**src/rtl/pipe_pkg.sv**
```systemverilog
// pipe_pkg: definitions shared by the inter-stage pipeline latches.
//   - EX/MEM control-bundle field offsets and total width.
//   - NOP_CTRL, the all-zero bubble control word.
//   - slot_op_e, the per-cycle operation applied to one storage slot.
package pipe_pkg;

    // EX/MEM control bundle layout: {jal, lbu, syscall, mem[1:0], we, rw[4:0]}
    localparam int CTRL_W_EXMEM = 11;
    localparam int RW_LSB       = 0;
    localparam int RW_W         = 5;
    localparam int WE_BIT       = 5;
    localparam int MEM_LSB      = 6;
    localparam int MEM_W        = 2;
    localparam int SYSCALL_BIT  = 8;
    localparam int LBU_BIT      = 9;
    localparam int JAL_BIT      = 10;

    // A bubble: no register write, no memory access, no jump, no syscall.
    localparam logic [CTRL_W_EXMEM-1:0] NOP_CTRL = '0;

    typedef enum logic [1:0] {
        SLOT_HOLD  = 2'd0,  // keep contents
        SLOT_LOAD  = 2'd1,  // capture new entry, mark valid
        SLOT_CLEAR = 2'd2   // invalidate and zero ctrl; data left as is
    } slot_op_e;

endpackage

```
**src/rtl/pipe_slot.sv**
```systemverilog
// pipe_slot: one storage entry (valid + control + data) of a pipeline latch.
// Ports:
//   clk, rst       clock, synchronous active-high reset
//   op             HOLD / LOAD / CLEAR for this edge
//   ld_data/ctrl   entry captured on LOAD
//   valid/data/ctrl current slot contents
module pipe_slot
    import pipe_pkg::*;
#(
    parameter int DATA_BITS = 96,
    parameter int CTRL_BITS = 11
) (
    input  logic                 clk,
    input  logic                 rst,
    input  slot_op_e             op,
    input  logic [DATA_BITS-1:0] ld_data,
    input  logic [CTRL_BITS-1:0] ld_ctrl,
    output logic                 valid,
    output logic [DATA_BITS-1:0] data,
    output logic [CTRL_BITS-1:0] ctrl
);

    logic                 valid_q, valid_d;
    logic [DATA_BITS-1:0] data_q,  data_d;
    logic [CTRL_BITS-1:0] ctrl_q,  ctrl_d;

    always_comb begin
        // NOTE: every always_comb output gets a default first so no path leaves it unassigned (no latch).
        valid_d = valid_q;
        data_d  = data_q;
        ctrl_d  = ctrl_q;
        unique case (op)
            SLOT_LOAD: begin
                valid_d = 1'b1;
                data_d  = ld_data;
                ctrl_d  = ld_ctrl;
            end
            // Stale data is kept on purpose: only ctrl can cause side effects downstream.
            SLOT_CLEAR: begin
                valid_d = 1'b0;
                ctrl_d  = '0;
            end
            default: ;
        endcase
    end

    always_ff @(posedge clk) begin
        // NOTE: sequential state uses non-blocking assignments so every flop samples pre-edge values.
        if (rst) begin
            valid_q <= 1'b0;
            ctrl_q  <= '0;
            // NOTE: the data payload is reset as well, so out_data reads a defined zero after reset.
            data_q  <= '0;
        end else begin
            valid_q <= valid_d;
            data_q  <= data_d;
            ctrl_q  <= ctrl_d;
        end
    end

    assign valid = valid_q;
    assign data  = data_q;
    assign ctrl  = ctrl_q;

endmodule

```
**src/rtl/pipe_stage_latch.sv**
```systemverilog
// pipe_stage_latch: elastic valid/ready latch placed between two pipeline stages.
// Holds DATA_CH data channels plus a control bundle, with optional skid entry,
// flush-to-bubble and a saturating stall-cycle counter.
// Ports:
//   clk, rst                 clock, synchronous active-high reset
//   in_valid/in_ready        upstream handshake
//   in_data/in_ctrl          incoming entry (channel k at [k*DATA_W +: DATA_W])
//   flush                    squash held and incoming entries
//   out_valid/out_ready      downstream handshake
//   out_data/out_ctrl        head entry (out_ctrl is zero when out_valid=0)
//   stall_cycles             saturating count of out_valid & !out_ready cycles
module pipe_stage_latch
    import pipe_pkg::*;
#(
    parameter int DATA_W      = 32,
    parameter int DATA_CH     = 3,
    parameter int CTRL_W      = 11,
    parameter int SKID        = 1,
    parameter int STALL_CNT_W = 16
) (
    input  logic                      clk,
    input  logic                      rst,
    input  logic                      in_valid,
    output logic                      in_ready,
    input  logic [DATA_CH*DATA_W-1:0] in_data,
    input  logic [CTRL_W-1:0]         in_ctrl,
    input  logic                      flush,
    output logic                      out_valid,
    input  logic                      out_ready,
    output logic [DATA_CH*DATA_W-1:0] out_data,
    output logic [CTRL_W-1:0]         out_ctrl,
    output logic [STALL_CNT_W-1:0]    stall_cycles
);

    localparam int DW = DATA_CH * DATA_W;

    logic              main_valid, skid_valid;
    logic [DW-1:0]     main_data,  skid_data;
    logic [CTRL_W-1:0] main_ctrl,  skid_ctrl;
    slot_op_e          main_op,    skid_op;
    logic              main_from_skid;
    logic              accept, pop;

    logic [STALL_CNT_W-1:0] stall_q, stall_d;

    // With a skid entry, in_ready depends only on stored state, so there is
    // no combinational path from out_ready back upstream.
    always_comb begin
        if (SKID != 0) in_ready = !rst && !skid_valid;
        else           in_ready = !rst && (!main_valid || out_ready);
    end

    assign accept = in_valid && in_ready;
    assign pop    = main_valid && out_ready;

    always_comb begin
        main_op        = SLOT_HOLD;
        skid_op        = SLOT_HOLD;
        main_from_skid = 1'b0;
        if (flush) begin
            // Flush outranks accept and pop; an incoming entry is simply dropped.
            main_op = SLOT_CLEAR;
            skid_op = SLOT_CLEAR;
        end else if (SKID != 0) begin
            unique case ({accept, pop})
                2'b01: begin
                    if (skid_valid) begin
                        main_op        = SLOT_LOAD;
                        main_from_skid = 1'b1;
                        skid_op        = SLOT_CLEAR;
                    end else begin
                        main_op = SLOT_CLEAR;
                    end
                end
                2'b10: begin
                    if (!main_valid) main_op = SLOT_LOAD;
                    else             skid_op = SLOT_LOAD;
                end
                2'b11: begin
                    // Skid is older than the input, so it advances first.
                    main_op = SLOT_LOAD;
                    if (skid_valid) begin
                        main_from_skid = 1'b1;
                        skid_op        = SLOT_LOAD;
                    end
                end
                default: ;
            endcase
        end else begin
            if (accept)   main_op = SLOT_LOAD;
            else if (pop) main_op = SLOT_CLEAR;
        end
    end

    pipe_slot #(
        .DATA_BITS (DW),
        .CTRL_BITS (CTRL_W)
    ) u_main (
        .clk     (clk),
        .rst     (rst),
        .op      (main_op),
        .ld_data (main_from_skid ? skid_data : in_data),
        .ld_ctrl (main_from_skid ? skid_ctrl : in_ctrl),
        .valid   (main_valid),
        .data    (main_data),
        .ctrl    (main_ctrl)
    );

    if (SKID != 0) begin : g_skid
        pipe_slot #(
            .DATA_BITS (DW),
            .CTRL_BITS (CTRL_W)
        ) u_skid (
            .clk     (clk),
            .rst     (rst),
            .op      (skid_op),
            .ld_data (in_data),
            .ld_ctrl (in_ctrl),
            .valid   (skid_valid),
            .data    (skid_data),
            .ctrl    (skid_ctrl)
        );
    end else begin : g_no_skid
        assign skid_valid = 1'b0;
        assign skid_data  = '0;
        assign skid_ctrl  = '0;
    end

    always_comb begin
        stall_d = stall_q;
        if (main_valid && !out_ready && !flush && (stall_q != '1))
            stall_d = stall_q + 1'b1;
    end

    always_ff @(posedge clk) begin
        if (rst) stall_q <= '0;
        else     stall_q <= stall_d;
    end

    assign out_valid    = main_valid;
    assign out_data     = main_data;
    assign out_ctrl     = main_valid ? main_ctrl : '0;
    assign stall_cycles = stall_q;

endmodule

```
**config.mk**
```make
export PLATFORM = sky130hd
export DESIGN_NAME = pipe_stage_latch
export DESIGN_NICKNAME = d
export VERILOG_FILES = /design/src/rtl/pipe_pkg.sv /design/src/rtl/pipe_slot.sv /design/src/rtl/pipe_stage_latch.sv
export SDC_FILE = /design/constraint.sdc
export NUM_CORES = 1
export LEC_CHECK = 0
export CORE_MARGIN = 8
export CORE_UTILIZATION = 45
export CTS_CLUSTER_DIAMETER = 120
export DETAILED_ROUTE_END_ITERATION = 8
export PLACE_DENSITY = 0.74
export SYNTH_ARGS = -nofsm -noshare
export SYNTH_HDL_FRONTEND = slang
export SYNTH_HIERARCHICAL = 1
export SYNTH_SLANG_ARGS = --single-unit
```
**constraint.sdc**
```tcl
create_clock -name clk -period 6.7 [get_ports clk]
set_input_delay 1.675 -clock clk [delete_from_list [all_inputs] [get_ports clk]]
set_output_delay 1.675 -clock clk [all_outputs]
set_load 0.02 [all_outputs]
```
# Word level (Yosys, flattened, before mapping)
# Cells that the tools add are included.
[word_totals] romBits=0 output_inout_bits=125 input_bits=112 mem_bits_rw=0 n_memories=0 latchBits=0 register_bits=232 wordCells=48
[op_classes] bitwise_logic=0 muxes=19 eq_ne=8 div_mod_pow=0 n_lt_le_gt_ge=0 n_shift=0 n_addsub=1 reduce_logical=13 n_mul=0
[ops] op="96-bit two-way mux" n=1
[ops] op="11-bit one-hot mux with 2 select lines" n=2
[ops] op="11-bit two-way mux" n=2
[ops] op="16-bit by 1-bit adder with 16-bit output, second input constant" n=1
[ops] op="16-bit != test, second input constant" n=1
[ops] op="2-bit one-hot mux with 3 select lines" n=2
[ops] op="2-bit equality test, second input constant" n=4
[ops] op="2-bit two-way mux" n=4
[ops] op="2-bit by 1-bit equality test with 1-bit output, second input constant" n=3
[ops] op="1-bit logical AND" n=6
[ops] op="1-bit two-way mux" n=6
[ops] op="1-bit logical NOT" n=4
[ops] op="1-bit one-hot mux with 2 select lines" n=2
[ops] op="2-bit nonzero test" n=2
[ops] op="2-bit OR reduction" n=1

# Longest topological paths before layout
[logic_depth] ltp_word=9 depth_mapped=11 mapped_depth_nobuf=7

# Modules after synthesis
# Netlist, hierarchy kept.
[modules_own_cells] module="pipe_slot" seq_area_each_um2=2162.1 n_inst=2 area_each_um2=3943.8 cells_per_inst=368
[modules_own_cells] module="pipe_stage_latch" seq_area_each_um2=320.3 n_inst=1 area_each_um2=2219.6 cells_per_inst=241

# Worst setup path before layout
# No wires, ideal clock.
[synth_timing] path_kind="input to output" startpoint="input rst" endpoint="output in_ready" path_buffers=2 arrival_time_ps=2366 t_required_ps=5025 stages=3 setup_slack_ps=2659 path_cell_list="clkbuf_1 > clkbuf_1 > nor2_1"
[synth_between] elab_chain_cells=2
[synth_rtl] item="start: declaration" line_no="pipe_stage_latch.sv:22" text="input logic rst,"
[synth_rtl] item="1-bit logical NOT"
[synth_rtl] item="1-bit logical AND" line_no="pipe_stage_latch.sv:49" text="if (SKID != 0) in_ready = !rst && !skid_valid;"
[synth_rtl] item="end: declaration" line_no="pipe_stage_latch.sv:24" text="output logic in_ready,"
# No other way between the ends.

# Final worst setup path
# Ends and elaborated chain as after synthesis.

==> metrics.md <==
| Metric | Value |
|---|---|
| Avg Cell Area, Syn | about 10 um^2 |
| Slowest CP cell | clkdlybuf4s50_1 |
| Area share of fa/ha/maj cells after synthesis | 0.867% |
| Overflow after GRT | 0 |
| ANT cells | 0 |
| Sink Count | 232 |
| Synthesis warning total | 6 |
| # fillers | 1911 |
| Initial drt markers | ~370 |
| First-pass GRT wire length | about 40 mm |
| Final Cycle Share | 65.8% |
| Total wire length | approximately 24 mm |
| Simple-gate area share of the yosys netlist | 13.1% |
| Crit path launch type | primary input |
| Outcome | complete, no violations |
| Initial antenna violation count | 1 |
| Vias | 7492 |
| GPL Wtd Cong | 0.755 |
| Largest family of logic cells by synthesized area | multiplexers |
| Tot GR Track Use | 17.2% |
| Nets | 1298 |
| CTS tree | yes |
| Worst R2R Path Depth | 6 |
| Ys async rst share | 0% |
| Fin cells | 1477 |
| Yosys reg bits | 232 |
| Largest stage delay, worst path | 0.63 ns |
| DRC | 0 |
| Achievable frequency | approximately 230 MHz |
| H-tree Lvls | 1 |
| I/O Buffers | 236 |
| Num CTS Buffers | 26 |
| Unique masters post-synth | 42 |
| Number of synthesized flops with an enable pin | 0 |
| WS Path Type | primary input to primary output |
| Clock buffer depth | 3 |
| HPWL after detailed placement | 16.1 mm |
| PwrDens | ~230 mW/mm^2 |
| Root buf cell | clkbuf_16 |
| Synth Cell Area | just over 0.01 mm^2 |
| Hold Path Class | flop to flop |
| Ratio of cells with drive above 1 in the final layout | between 10 and 15% |
| Critical path's top delay family | buffers and inverters |
| Syn_nets | between 1k and 1.5k |
| Postcts setup bufs | 0 |
| Post-route total power | 3.10 mW |
| Mux contribution to synthesized area | around a third |
| Hold Path Stages | 2 |
| Post-Synth XOR/XNOR Area | 0% |
| Cell depth of the worst setup path | 3 |
| Leakage | 4.61 nW |
| Final min period | 4.41 ns |
| Worst path bufs/invs | 2 |
| Commonest register cell after synthesis | dfxtp_1 |
| Largest cells by area after synthesis | dfxtp_1 46%, mux2i_1 19%, mux2_2 12%, nor2_1 7.5%, buf_12 1.6% |
| Synth top area share | 46.0% |
| Worst EP arrival | 2.74 ns |
| Final clock skew | 0.0134 ns |
| IO Count | about 240 |
| Core area | between 0.02 and 0.025 mm^2 |
| Vias in the first global route | between 7k and 8k |
| CP Max Fanout | 64 |
| Max_cap viols | 0 |
| Largest area contributor in the netlist | dfxtp_1 |
| Sequential share of the synthesized area | 46.0% |
| Largest net degree at the start of global routing | 100 |
| Row cnt | 55 |
| Die Height | 166 um |
| Cell count after synthesis | 977 |
| CTS clk-pin slew, worst paths | 0.06 ns |
| Clk_lat worst skew | 0.52 ns |
| Slew headroom | 31.2% |
| Via density | 5.07 |
| Worst slew pin tran | 1.01 ns |
| Peak supply drop | 0.181 mV |
| Final Hold Fails | 0 |
| Die Wd | around 170 um |
| Layout area overhead | 31.2% |
| Slew Limit Fails | 0 |
| Post-synth top cells | 232 x dfxtp_1, 203 x nor2_1, 194 x mux2i_1, 109 x mux2_2, 30 x nand2_1 |
| Setup TNS | 0 ns |
| Drt wl/cell | roughly 17 um |
| WP data required | about 5.0 ns |
| Element type at the critical path end | primary output |
| Die area | 0.0275 mm^2 |
| Top-count cell post-synth | dfxtp_1 |
| RSZ-0062 raised after global routing | false |
| Crit-path cells | buf_6, nor2_1, clkdlybuf4s50_1 |
| CTS resizes | 0 |
| Hold Buf Count CTS | 0 |
| Synth Area in Compound Gates | under 10% |
| Final setup viols | 0 |
| Starting Density | 45.2% |
| Routed Antenna Nets | 0 |
| Placed cells | 1436 |
| Pre-Repair DR Iteration Count | 5 |
[cells in the final DEF, fill, tap and decap left out, types with 2 or more instances in the layout]
cell type	instances
or3b_2	2
clkbuf_1	8
o211ai_1	2
bufinv_16	2
ha_4	2
inv_1	9
nand2_1	30
a31o_2	2
o21ai_0	4
nor3_1	2
o31ai_1	4
nand4_1	6
o22ai_1	20
clkdlybuf4s50_1	235
nor4_1	4
ha_1	5
nor2b_1	3
nand2b_1	20
clkbuf_8	2
or2_2	6
a21oi_1	14
dfxtp_1	232
buf_12	3
a41o_1	2
and2_1	11
or4_1	3
mux2_2	109
nor2_1	203
clkbuf_16	27
buf_4	5
nand3_1	5
mux2i_1	194
[report_power, final]
group | internal, mW | leakage [nW] | switching [mW] | total, mW
sequential | 1.41 | 1.88 | 0.0183 | 1.43
combinational | 0.163 | 2.34 | 0.138 | 0.301
clock | 0.830 | 0.395 | 0.542 | 1.37
total | 2.40 | 4.61 | 0.698 | 3.10
[worst reg2reg max path, delay by kind of cell, from the launching register on]
kind	cells	cell delay, ns
compound gates	1	0.88
fa+ha+maj	1	0.73
flops	1	0.67
buf+inv	2	0.60
mux	1	0.26
simple gates	1	0.06
[layout make-up]
type | count | area [um^2] | share of cell area, %
Timing Repair Buffer | 244 | 2460 | 18.6
Sequential cell | 232 | 4640 | 35.0
Clock inverter | 4 | 76.3 | 0.576
Multi-Input combinational cell | 666 | 4960 | 37.4
Tap cell | 285 | 357 | 2.69
Clock buffer | 37 | 733 | 5.53
Inverter | 9 | 33.8 | 0.255
[final timing paths]
check            startpoint              end  slack [ns]
max                     rst         in_ready        2.29
min          u_main/ctrl[9]   u_main/ctrl[9]        0.46
max reg2reg    u_main/valid  u_main/data[51]        3.34
min reg2reg  u_main/ctrl[9]   u_main/ctrl[9]        0.46
[logic make-up (layout without fill, tap and decap cells)]
kind of cell / after synthesis / count (layout)
AO/OA/AOI/OAI: 53 / 53
buffers and inverters: 79 / 294
multiplexers: 304 / 304
adder cells (fa/ha/maj): 7 / 7
flip-flops: 232 / 232
AND/OR/NAND/NOR: 302 / 302
[registers in the layout (all words and copies together) (netlist names)]
signal,cells
stall_cycles,16
g_skid.u_skid/valid,1
u_main/ctrl,11
u_main/data,96
g_skid.u_skid/data,96
u_main/valid,1
g_skid.u_skid/ctrl,11
[layer usage]
layer	track usage, %	part of all wire, %	vias to the layer above
met5	0	0.037	-
li1	-	-	3745
met3	5.37	7.0	35
met4	3.83	1.9	2
met2	27.3	45	179
met1	22.4	46	3531
[stage by stage]
step	hold WS (ns)	worst slack [ns]	area [um^2]	utilization [%]
floorplan	0.436	2.66	10100	-
global placement	0.451	1.91	12500	55.7
detailed placement	0.453	1.87	12500	55.7
CTS	0.462	2.26	13300	59.3
global route	0.483	2.17	13300	59.3
finish	0.461	2.29	13300	59.3
(Power assumes the default switching activity.)
